**src/rtl/Config.sv**
```systemverilog
// Shared configuration for the output collector: array geometry, FIFO depth,
// row counter sizing and the packed row type.
// Optional feature macro: OF_RELU_EN (adds the signed ReLU helper used at push).
package Config;

    localparam int sys_cols      = 4;
    localparam int P_BITWIDTH    = 16;
    localparam int A_rows        = 3;
    localparam int counter_width = 8;
    localparam int OF_DEPTH      = 4;

    // One result row; column c occupies bits [c*P_BITWIDTH +: P_BITWIDTH].
    typedef logic [sys_cols-1:0][P_BITWIDTH-1:0] row_t;

`ifdef OF_RELU_EN
    // Clamp every signed element of a row at zero.
    function automatic row_t relu_row(row_t r);
        row_t o;
        for (int c = 0; c < sys_cols; c++) begin
            o[c] = r[c][P_BITWIDTH-1] ? '0 : r[c];
        end
        return o;
    endfunction
`endif

endpackage

```
**src/rtl/of_deskew.sv**
```systemverilog
// Deskew stage for the skewed systolic outputs. Column c arrives c cycles
// after its row's of_valid, so it is delayed by sys_cols-1-c cycles; the
// last column passes straight through. of_valid is delayed sys_cols-1 cycles
// to become push, aligned with the completed row.
module of_deskew
    import Config::*;
(
    input  logic clk,
    input  logic rst,
    input  logic clr,
    input  logic of_valid,
    input  row_t of_data,
    output logic push,
    output row_t row
);

    logic [sys_cols-2:0] vld_q;

    // Valid delay line; clr flushes it so in-flight rows are never pushed.
    always_ff @(posedge clk or negedge rst) begin
        if (!rst) begin
            vld_q <= '0;
        end else if (clr) begin
            vld_q <= '0;
        end else begin
            vld_q[0] <= of_valid;
            for (int i = 1; i < sys_cols - 1; i++) begin
                vld_q[i] <= vld_q[i-1];
            end
        end
    end

    assign push = vld_q[sys_cols-2];

    for (genvar c = 0; c < sys_cols; c++) begin : g_col
        localparam int D = sys_cols - 1 - c;
        if (D == 0) begin : g_pass
            assign row[c] = of_data[c];
        end else begin : g_dly
            logic [P_BITWIDTH-1:0] sr [D];

            // Per-column data delay; data registers carry no reset.
            always_ff @(posedge clk) begin
                sr[0] <= of_data[c];
                for (int i = 1; i < D; i++) begin
                    sr[i] <= sr[i-1];
                end
            end

            assign row[c] = sr[D-1];
        end
    end

endmodule

```
**src/rtl/output_collector.sv**
```systemverilog
// Output collector: deskews systolic result rows, buffers them in an
// OF_DEPTH-row FIFO, counts accepted rows up to A_rows and flags drops.
// Optional feature macro: OF_RELU_EN (signed ReLU applied to each element
// as the row is written into the FIFO).
// rows_done is registered: it is high in the cycle after the edge that
// stores the A_rows-th row, alongside the updated o_count.
module output_collector
    import Config::*;
(
    input  logic                       clk,
    input  logic                       rst,
    input  logic                       clr,
    input  logic                       of_valid,
    input  row_t                       of_data,
    output logic                       o_valid,
    input  logic                       o_ready,
    output row_t                       o_data,
    output logic [$clog2(OF_DEPTH):0]  o_count,
    output logic                       rows_done,
    output logic                       overflow
);

    localparam int AW = $clog2(OF_DEPTH);

    logic                     push;
    row_t                     dsk_row;
    row_t                     push_row;
    row_t                     mem [OF_DEPTH];
    logic [AW-1:0]            wr_ptr;
    logic [AW-1:0]            rd_ptr;
    logic [AW:0]              count;
    logic [counter_width-1:0] row_cnt;
    logic                     full;
    logic                     do_push;
    logic                     do_pop;

    of_deskew u_deskew (
        .clk      (clk),
        .rst      (rst),
        .clr      (clr),
        .of_valid (of_valid),
        .of_data  (of_data),
        .push     (push),
        .row      (dsk_row)
    );

`ifdef OF_RELU_EN
    assign push_row = relu_row(dsk_row);
`else
    assign push_row = dsk_row;
`endif

    assign full    = (count == (AW+1)'(OF_DEPTH));
    assign o_valid = (count != '0);
    assign do_pop  = o_valid && o_ready && !clr;
    // A full FIFO still accepts a push when the head leaves in the same cycle.
    assign do_push = push && !clr && (!full || do_pop);

    assign o_count = count;
    assign o_data  = o_valid ? mem[rd_ptr] : '0;

    // FIFO storage; written only on an accepted push.
    always_ff @(posedge clk) begin
        if (do_push) begin
            mem[wr_ptr] <= push_row;
        end
    end

    // Pointers, occupancy, row counter and status flags.
    always_ff @(posedge clk or negedge rst) begin
        if (!rst) begin
            wr_ptr    <= '0;
            rd_ptr    <= '0;
            count     <= '0;
            row_cnt   <= '0;
            rows_done <= 1'b0;
            overflow  <= 1'b0;
        end else if (clr) begin
            wr_ptr    <= '0;
            rd_ptr    <= '0;
            count     <= '0;
            row_cnt   <= '0;
            rows_done <= 1'b0;
            overflow  <= 1'b0;
        end else begin
            if (do_push) begin
                wr_ptr <= wr_ptr + 1'b1;
            end
            if (do_pop) begin
                rd_ptr <= rd_ptr + 1'b1;
            end
            case ({do_push, do_pop})
                2'b10:   count <= count + 1'b1;
                2'b01:   count <= count - 1'b1;
                default: count <= count;
            endcase
            rows_done <= do_push && (row_cnt == counter_width'(A_rows - 1));
            if (do_push && (row_cnt < counter_width'(A_rows))) begin
                row_cnt <= row_cnt + 1'b1;
            end
            if (push && !do_push) begin
                overflow <= 1'b1;
            end
        end
    end

endmodule

```
**config.mk**
```make
export PLATFORM = sky130hd
export DESIGN_NAME = output_collector
export DESIGN_NICKNAME = d
export VERILOG_FILES = /design/src/rtl/Config.sv /design/src/rtl/of_deskew.sv /design/src/rtl/output_collector.sv
export SDC_FILE = /design/constraint.sdc
export NUM_CORES = 1
export LEC_CHECK = 0
export CAP_MARGIN = 10
export CELL_PAD_IN_SITES_DETAIL_PLACEMENT = 1
export CELL_PAD_IN_SITES_GLOBAL_PLACEMENT = 2
export CORE_ASPECT_RATIO = 0.9
export CORE_MARGIN = 1
export CORE_UTILIZATION = 29
export DETAILED_ROUTE_END_ITERATION = 10
export PLACE_DENSITY = 0.54
export SLEW_MARGIN = 15
export SYNTH_ARGS = -nofsm -noshare
export SYNTH_HDL_FRONTEND = slang
export SYNTH_SLANG_ARGS = --single-unit
```
**constraint.sdc**
```tcl
create_clock -name clk -period 4.84 [get_ports clk]
set_input_delay 0.968 -clock clk [delete_from_list [all_inputs] [get_ports clk]]
set_output_delay 0.968 -clock clk [all_outputs]
set_load 0.03 [all_outputs]
```
==> flow_metrics.env, run 1 <==
export IMPL_cp_depth=4
export IMPL_synth_cells=598
export IMPL_synth_area_sq_um=12600
export IMPL_cts_resized_gates=0
export IMPL_antenna_left=0
export IMPL_numCtsBuffers=41
export IMPL_vias_per_cell=4.32
export IMPL_clk_path_buf_depth=3
export IMPL_whs_ps=318
export IMPL_synth_edf_count=256
export IMPL_cts_tree="built"
export IMPL_drv_cap=0
export IMPL_core_sq_um=43000
export IMPL_clk_pin_slew_ps=60
export IMPL_fp_dieArea_sq_um=44400
export IMPL_worst_slew_pin_slew_ps=1090
export IMPL_clockRootBuffer="clkbuf_16"
export IMPL_start_util_pct=29.4
export IMPL_synthFlopType="edfxtp_1"
export IMPL_io_pins=139
export IMPL_skew_ps=15.7
export IMPL_grt_pass1_wl_mm=40.1
export IMPL_placed_cell_area_sq_um=14700
export IMPL_fillers=4125
export IMPL_antenna_found_initial=1
export IMPL_yosys_area_share_simple_pct=4.98
export IMPL_setup_tns_ps=0
export IMPL_grt_max_degree=66
export IMPL_holdPathStages=0
export IMPL_cpPeakStageDelay_ps=770
export IMPL_multiInputGateArea_sq_um=2350
export IMPL_cts_sinks=372
export IMPL_io_buffer_count=138
export IMPL_netlist_area_leader_share_pct=60.9
export IMPL_insertion_delay_ps=530
export IMPL_critPathRequiredTime_ps=3870
export IMPL_drive_above_1_share_pct=17.8
export IMPL_synth_xor_area_share_pct=0.277
export IMPL_hold_class="register to register"
export IMPL_rsz0062_at_grt="no"
export IMPL_finalCritPeriodShare_pct=84.7
export IMPL_synth_area_leader_cell="edfxtp_1"
export IMPL_postCtsHoldBufs=0
export IMPL_peakVddDrop_uv=258
export IMPL_synth_most_common_cell="edfxtp_1"
export IMPL_critPathLaunchType="register"
export IMPL_vias=5821
export IMPL_cts_setup_buffers=0
export IMPL_drc=0
export IMPL_finalSetupViolCount=0
export IMPL_routedWlPerCell_um=19.7
export IMPL_reg2regPathDepth=4
export IMPL_grt_pass1_vias=6568
export IMPL_synth_fa_ha_area_share_pct=0.753
export IMPL_p_leak_nw=5.33
export IMPL_hpwl_mm=15.6
export IMPL_final_area_sq_um=16000
export IMPL_crit_family="buffers and inverters"
export IMPL_grt_ovfl_total=0
export IMPL_crit_buf_inv=2
export IMPL_synth_compound_area_share_pct=0.674
export IMPL_arrival_ps=3130
export IMPL_max_slew_margin_pct=27.2
export IMPL_synthTopCellsByCount="edfxtp_1, dfxtp_1, and2_1, mux4_2, dfrtp_1"
export IMPL_avgSynthCellArea_sq_um=21.1
export IMPL_ys_warn_count=0
export IMPL_htree_levels=2
export IMPL_worst_setup_path_end_kind="output pin"
export IMPL_cp_slowest_cell="dfrtp_4"
export IMPL_dr_first_iter_drc_count=195
export IMPL_place_gp_congestion=0.647
export IMPL_regArea_sq_um=10100
export IMPL_final_nets=838
export IMPL_cp_max_fo=25
export IMPL_min_period_ps=4100
export IMPL_status="complete, no violations"
export IMPL_fmax_mhz=244
export IMPL_diodes=0
export IMPL_hold_violations=0
export IMPL_synth_seq_cells=372
export IMPL_rows=72
export IMPL_synth_top_family_by_area="multiplexers"
export IMPL_die_y_um=200
export IMPL_grt_total_usage_pct=12.2
export IMPL_syn_to_final_growth_pct=26.7
export IMPL_wirelength_mm=26.6
export IMPL_p_per_area_nw_per_um2=424
export IMPL_crit_type="register to output pin"
export IMPL_drt_pass1_iter_count=4
export IMPL_crit_chain="buf_4 > mux4_2 > and2_1 > clkdlybuf4s50_1"
export IMPL_ys_seq_area_share_pct=80.0
export IMPL_post_route_util_pct=37.2
export IMPL_synthMuxAreaShare_pct=11.8
export IMPL_synth_area_leaders="edfxtp_1, dfxtp_1, mux4_2"
export IMPL_maxSlewViolCount=0
export IMPL_async_flop_share_pct=5.38
export IMPL_synth_cell_type_count=39
export IMPL_die_x_um=222
export IMPL_syn_nets=674
final timing paths:
path / startpoint / endpoint / slack (ps)
max in group asynchronous: rst / rd_ptr[0]$_DFFE_PN0P_ / 3180
worst max-delay path: rd_ptr[0]$_DFFE_PN0P_ / o_data[52] / 740
worst min register to register: u_deskew.g_col[0].g_dly.sr[0][1]$_DFF_P_ / u_deskew.g_col[0].g_dly.sr[0][17]$_DFF_P_ / 320
worst min-delay path: u_deskew.g_col[0].g_dly.sr[0][1]$_DFF_P_ / u_deskew.g_col[0].g_dly.sr[0][17]$_DFF_P_ / 320
worst max register to register: u_deskew.vld_q[2]$_DFF_PN0_ / mem[0][26]$_DFFE_PP_ / 2280
min in group asynchronous: rst / o_count[0]$_DFFE_PN0P_ / 960
flip-flops by register name, indices dropped and copies added (netlist names):
| name | count |
|---|---|
| wr_ptr | 2 |
| overflow | 1 |
| rows_done | 1 |
| o_count | 3 |
| row_cnt | 8 |
| rd_ptr | 2 |
| u_deskew.g_col.g_dly.sr | 96 |
| u_deskew.vld_q | 3 |
| mem | 256 |
where the power goes:
part | switching [W] | internal [W] | leakage, nW
logic | 0.000132 | 0.000141 | 1.30
clock network | 0.00120 | 0.00183 | 0.643
registers | 0.0000388 | 0.00345 | 3.39
total | 0.00137 | 0.00542 | 5.33
worst reg2reg max path: cells and delay by family, from the launching register on:
family	cells	cell delay (ps)
AND/OR/NAND/NOR	3	1350
flip-flops	1	540
buffers and inverters	1	330
metal layers:
metal  up-vias  part of all wire, %  track usage, %
met5         -                    0               0
met4         0                  2.1            3.70
met3        40                  5.0            3.04
met2       141                   49            20.8
met1      2997                   44            15.3
li1       2643                    -               -
per-stage QoR:
stage / power [W] / cells / setup slack [ps]
global route: 0.00703 / 1348 / 529
finish: 0.00678 / 1348 / 739
floorplan: 0.00368 / 598 / 1340
CTS: 0.00691 / 1348 / 594
detailed placement: 0.00384 / 1274 / 1180
global placement: 0.00383 / 1274 / 1190
cells by family after synthesis:
family                     count (synthesis)
buffers and inverters                     32
muxes                                     69
and+or+nand+nor                          103
adders and majority gates                  7
xor gates and xnor gates                   4
DFF                                      372
AOI/OAI and AO/OA                         11
placed cells by master, fill, tap and decap left out, drive strengths merged, types with 2 or more instances in the layout:
| cell type | n |
|---|---|
| nor2b | 13 |
| clkdlybuf4s50 | 138 |
| ha | 6 |
| a211oi | 2 |
| dfrtp | 20 |
| nor2 | 8 |
| clkinv | 10 |
| and2 | 68 |
| a31oi | 2 |
| bufinv | 4 |
| edfxtp | 256 |
| mux4 | 64 |
| clkbuf | 58 |
| nor3 | 2 |
| nand2b | 3 |
| buf | 10 |
| mux2i | 4 |
| xor2 | 2 |
| xnor2 | 2 |
| inv | 7 |
| dfxtp | 96 |
cell type report:
| type | count | share of cell area (%) |
|---|---|---|
| sequential | 372 | 63.2 |
| multi-input combinational | 194 | 14.7 |
| timing repair buffer | 148 | 9.49 |
| clock buffer | 58 | 7.00 |
| tap | 555 | 4.34 |
| clock inverter | 16 | 1.16 |
| inverter | 5 | 0.117 |
No activity file was read; power rests on OpenSTA's default activity.
==> run 2, diff against run 1 <==
clock period = 3.99 ns   (was 4.84 ns; I/O delays follow)
==> flow_metrics.env, run 2 (synthesis results as in run 1) <==
export IMPL_worst_setup_path_end_kind="output pin"
export IMPL_final_area_sq_um=16100
export IMPL_grt_ovfl_total=0
export IMPL_final_cells=1356
export IMPL_skew_ps=10.7
export IMPL_die_y_um=200
export IMPL_clkPwrFrac_pct=44.1
export IMPL_arrival_ps=2830
export IMPL_seqPwrFrac_pct=51.8
export IMPL_place_gp_congestion=0.672
export IMPL_finalCritPeriodShare_pct=90.9
export IMPL_vias=5804
export IMPL_grt_pass1_vias=6552
export IMPL_swShare_pct=19.9
export IMPL_p_int_w=0.00652
export IMPL_antenna_found_initial=1
export IMPL_rsz0062_at_grt="no"
export IMPL_insertion_delay_ps=530
export IMPL_multiInputGateArea_sq_um=2350
export IMPL_diodes=0
export IMPL_power_switching_w=0.00163
export IMPL_p_leak_nw=5.36
export IMPL_routedWlPerCell_um=18.5
export IMPL_cts_sinks=372
export IMPL_hold_class="register to register"
export IMPL_clk_path_buf_depth=3
export IMPL_r2r_start="u_deskew.vld_q[2]$_DFF_PN0_"
export IMPL_antenna_left=0
export IMPL_drc=0
export IMPL_final_nets=845
export IMPL_setup_tns_ps=0
export IMPL_regArea_sq_um=10100
export IMPL_dr_first_iter_drc_count=305
export IMPL_cts_tree="built"
export IMPL_fmax_mhz=276
export IMPL_largest_reg_flops=256
export IMPL_die_x_um=222
export IMPL_peakVddDrop_uv=245
export IMPL_p_comb_share_pct=4.1
export IMPL_crit_path_start="o_count[2]$_DFFE_PN0P_"
export IMPL_finalSetupViolCount=0
export IMPL_fillers=4151
export IMPL_io_buffer_count=138
export IMPL_placed_cell_area_sq_um=14800
export IMPL_min_delay_start="u_deskew.g_col[0].g_dly.sr[0][28]$_DFF_P_"
export IMPL_drive_above_1_share_pct=18.2
export IMPL_dp_cells=1282
export IMPL_fp_dieArea_sq_um=44400
export IMPL_min_period_ps=3630
export IMPL_top_register="mem"
export IMPL_drt_pass1_iter_count=5
export IMPL_rows=72
export IMPL_maxSlewViolCount=0
export IMPL_htree_levels=2
export IMPL_post_route_util_pct=37.4
export IMPL_clockRootBuffer="clkbuf_16"
export IMPL_crit_type="register to output pin"
export IMPL_worst_slew_pin_slew_ps=993
export IMPL_grt_pass1_wl_mm=38.2
export IMPL_status="complete, no violations"
export IMPL_grt_total_usage_pct=11.4
export IMPL_critPathLaunchType="register"
export IMPL_hold_violations=0
export IMPL_clk_pin_slew_ps=60
export IMPL_start_util_pct=29.4
export IMPL_p_per_area_nw_per_um2=507
export IMPL_mostFrequentLayoutCell="edfxtp_1"
export IMPL_reg_largest_list="mem (256), u_deskew.g_col.g_dly.sr (96), row_cnt (8)"
export IMPL_numCtsBuffers=40
export IMPL_final_cell_mix="edfxtp_1, clkdlybuf4s50_1, dfxtp_1, mux4_2, and2_1"
export IMPL_syn_to_final_growth_pct=27.3
export IMPL_hpwl_mm=15.2
export IMPL_critPathRequiredTime_ps=3190
export IMPL_core_sq_um=43000
export IMPL_wirelength_mm=25.0
export IMPL_vias_per_cell=4.28
export IMPL_grt_max_degree=43
export IMPL_drv_cap=0
export IMPL_io_pins=139
export IMPL_max_slew_margin_pct=33.6
export IMPL_cp_max_fo=42
-- run 2: cell types whose count changed in the layout (fill, tap and decap cells not counted) --
cell	delta
or3_2	-1
clkinv_2	-3
clkinv_8	+1
inv_6	-2
buf_4	+6
clkbuf_1	+4
clkbuf_8	+2
clkbuf_16	+1
buf_12	+2
or3_4	+1
bufinv_16	-2
clkinv_1	-1
-- run 2: routing by layer --
layer	vias up	routed length, um	global-route usage, %
met1	2973	10900	14.2
met2	137	12400	19.8
met4	0	544	3.83
met5	-	0	0
met3	42	1190	2.71
li1	2652	-	-
-- run 2: worst paths after layout --
path                                                        endpoint  slack [ps]  cells past startpoint
max                                                       o_data[12]         360                      4
min                        u_deskew.g_col[0].g_dly.sr[0][44]$_DFF_P_         320                      0
max reg2reg                                     mem[1][28]$_DFFE_PP_        1530                      4
min reg2reg                u_deskew.g_col[0].g_dly.sr[0][44]$_DFF_P_         320                      0
max in group asynchronous                      rd_ptr[1]$_DFFE_PN0P_        2450                      1
min in group asynchronous                        rows_done$_DFF_PN0_         820                      1
-- run 2: power by group through the flow --
stage	sequential [W]	combinational [W]	clock [W]
finish	0.00423	0.000333	0.00359
detailed placement	0.00431	0.000342	0
global placement	0.00430	0.000338	0
floorplan	0.00429	0.000172	0
global route	0.00423	0.000358	0.00385
CTS	0.00423	0.000345	0.00372
-- run 2: worst max-delay path: stages, from the launching register on --
cell	delay, ps
dfrtp_1	570
or3_4	480
buf_4	360
and2_1	200
clkdlybuf4s50_1	670
-- run 2: final cells by class --
class | instances | share of cell area [%]
Clock buffer | 65 | 7.38
Clock inverter | 9 | 0.654
Inverter | 5 | 0.117
Multi-Input combinational cell | 194 | 14.6
Sequential cell | 372 | 62.9
Tap cell | 555 | 4.32
Timing Repair Buffer | 156 | 9.98
-- run 2: stage by stage --
stage / total power, W / hold slack (ps) / setup WS (ps)
6_report: 0.00815 / 318 / 362
5_1_grt: 0.00844 / 330 / 154
4_1_cts: 0.00830 / 316 / 243
3_5_place_dp: 0.00465 / 313 / 542
3_3_place_gp: 0.00464 / 310 / 655
2_1_floorplan: 0.00446 / 310 / 661
-- run 2: what timing repair did --
item | 4_1_cts | 5_1_grt
hold buffers | 0 | 0
buffers inserted | 0 | 0
hold endpoints to repair | 0 | 0
resized for setup | 1 | 0
endpoints found under the setup margin | 20 | 0
==> run 3, diff against run 2 <==
CORE_ASPECT_RATIO = 0.5   (was 0.9)
==> flow_metrics.env, run 3 (synthesis results as in run 1) <==
export IMPL_critPathRequiredTime_ps=3190
export IMPL_finalCritPeriodShare_pct=90.6
export IMPL_drv_cap=0
export IMPL_cts_tree="built"
export IMPL_grt_pass1_vias=6545
export IMPL_ff2ff_setup_slack_ps=1640
export IMPL_clkPwrFrac_pct=42.5
export IMPL_numCtsBuffers=37
export IMPL_core_sq_um=42400
export IMPL_cts_sinks=372
export IMPL_top_register="mem"
export IMPL_r2r_end="mem[2][31]$_DFFE_PP_"
export IMPL_max_slew_margin_pct=32.7
export IMPL_min_period_ps=3610
export IMPL_power_w=0.00793
export IMPL_postCtsHoldBufs=0
export IMPL_cts_setup_buffers=0
export IMPL_worst_slew_pin_slew_ps=1010
export IMPL_io_buffer_count=138
export IMPL_diodes=0
export IMPL_clockRootBuffer="clkbuf_16"
export IMPL_hold_violations=0
export IMPL_syn_to_final_growth_pct=27.1
export IMPL_start_util_pct=29.8
export IMPL_reg2regPathDepth=4
export IMPL_p_per_area_nw_per_um2=494
export IMPL_fp_dieArea_sq_um=44400
export IMPL_largest_reg_flops=256
export IMPL_grt_pass1_wl_mm=38.3
export IMPL_hold_class="register to register"
export IMPL_drt_pass1_iter_count=4
export IMPL_r2r_start="u_deskew.vld_q[2]$_DFF_PN0_"
export IMPL_grt_ovfl_total=0
export IMPL_clk_path_buf_depth=3
export IMPL_place_gp_congestion=0.672
export IMPL_rsz0062_at_grt="no"
export IMPL_vias=5791
export IMPL_maxSlewViolCount=0
export IMPL_crit_type="register to output pin"
export IMPL_crit_end="o_data[37]"
export IMPL_htree_levels=2
export IMPL_fillers=4155
export IMPL_wirelength_mm=25.3
export IMPL_cts_resized_gates=0
export IMPL_grt_total_usage_pct=11.5
export IMPL_hpwl_mm=15.2
export IMPL_p_leak_nw=5.34
export IMPL_cp_max_fo=18
export IMPL_p_int_w=0.00633
export IMPL_power_switching_w=0.00159
export IMPL_final_cell_mix="edfxtp_1, clkdlybuf4s50_1, dfxtp_1, mux4_2, and2_1"
export IMPL_antenna_found_initial=0
export IMPL_drive_above_1_share_pct=18.2
export IMPL_setup_tns_ps=0
export IMPL_crit_path_start="rd_ptr[0]$_DFFE_PN0P_"
export IMPL_seqPwrFrac_pct=53.3
export IMPL_insertion_delay_ps=530
export IMPL_swShare_pct=20.1
export IMPL_regArea_sq_um=10100
export IMPL_grt_max_degree=66
export IMPL_dr_first_iter_drc_count=260
export IMPL_skew_ps=12.7
export IMPL_arrival_ps=2820
export IMPL_finalSetupViolCount=0
export IMPL_die_y_um=150
export IMPL_multiInputGateArea_sq_um=2350
export IMPL_reg_largest_list="mem (256), u_deskew.g_col.g_dly.sr (96), row_cnt (8)"
export IMPL_drc=0
export IMPL_final_cells=1372
export IMPL_fmax_mhz=277
export IMPL_critPathLaunchType="register"
export IMPL_die_x_um=297
export IMPL_antenna_left=0
export IMPL_dp_cells=1306
export IMPL_worst_setup_path_end_kind="output pin"
export IMPL_p_comb_share_pct=4.2
export IMPL_status="complete, no violations"
export IMPL_mostFrequentLayoutCell="edfxtp_1"
export IMPL_io_pins=139
export IMPL_vias_per_cell=4.22
export IMPL_clk_pin_slew_ps=60
export IMPL_peakVddDrop_uv=225
export IMPL_rows=53
export IMPL_routedWlPerCell_um=18.4
export IMPL_final_nets=844
-- run 3: layer usage --
layer	track usage [%]	wire, um	vias to the layer above
met2	20.4	13300	64
met3	2.48	753	46
li1	-	-	2650
met5	0	0	-
met1	14.0	10700	3031
met4	3.69	540	0
-- run 3: per-stage QoR --
| stage | instance area [sq um] | util [%] | hold WS (ps) | setup WS [ps] |
|---|---|---|---|---|
| after global placement | 14900 | 35.1 | 310 | 845 |
| after detailed placement | 14900 | 35.1 | 313 | 854 |
| final | 16100 | 37.8 | 323 | 375 |
| after CTS | 16100 | 37.8 | 324 | 276 |
| after global routing | 16100 | 37.8 | 330 | 218 |
| after floorplan | 12600 | - | 310 | 661 |
-- run 3: final cells by class --
type	count	area share, %
clock buffer	56	6.86
clock inverter	10	0.475
inverter	5	0.117
multi-input combinational	194	14.6
sequential	372	63.0
tap	577	4.50
timing repair buffer	158	10.4
-- run 3: worst max-delay path, cell delays in order, from the launching register on --
cell,delay [ps]
dfrtp_4,700
buf_12,250
mux4_2,510
and2_1,180
clkdlybuf4s50_1,620
-- run 3: how the worst min path moves through the flow --
stage                                                         start                                   endpoint  slack [ps]  depth (start not counted)
final                     u_deskew.g_col[0].g_dly.sr[0][23]$_DFF_P_  u_deskew.g_col[0].g_dly.sr[0][39]$_DFF_P_         320                          0
after global routing       u_deskew.g_col[0].g_dly.sr[0][0]$_DFF_P_  u_deskew.g_col[0].g_dly.sr[0][16]$_DFF_P_         330                          0
after global placement    u_deskew.g_col[0].g_dly.sr[0][18]$_DFF_P_  u_deskew.g_col[0].g_dly.sr[0][34]$_DFF_P_         310                          0
after detailed placement   u_deskew.g_col[1].g_dly.sr[0][4]$_DFF_P_  u_deskew.g_col[1].g_dly.sr[0][20]$_DFF_P_         310                          0
after floorplan            u_deskew.g_col[0].g_dly.sr[0][0]$_DFF_P_  u_deskew.g_col[0].g_dly.sr[0][16]$_DFF_P_         310                          0
after CTS                 u_deskew.g_col[0].g_dly.sr[0][23]$_DFF_P_  u_deskew.g_col[0].g_dly.sr[0][39]$_DFF_P_         320                          0
-- run 3: power groups by stage --
stage	Clock [W]	Sequential (W)	Combinational [W]
2_1_floorplan	0	0.00429	0.000172
3_3_place_gp	0	0.00431	0.000343
3_5_place_dp	0	0.00431	0.000345
4_1_cts	0.00351	0.00423	0.000346
5_1_grt	0.00364	0.00423	0.000358
6_report	0.00337	0.00423	0.000334
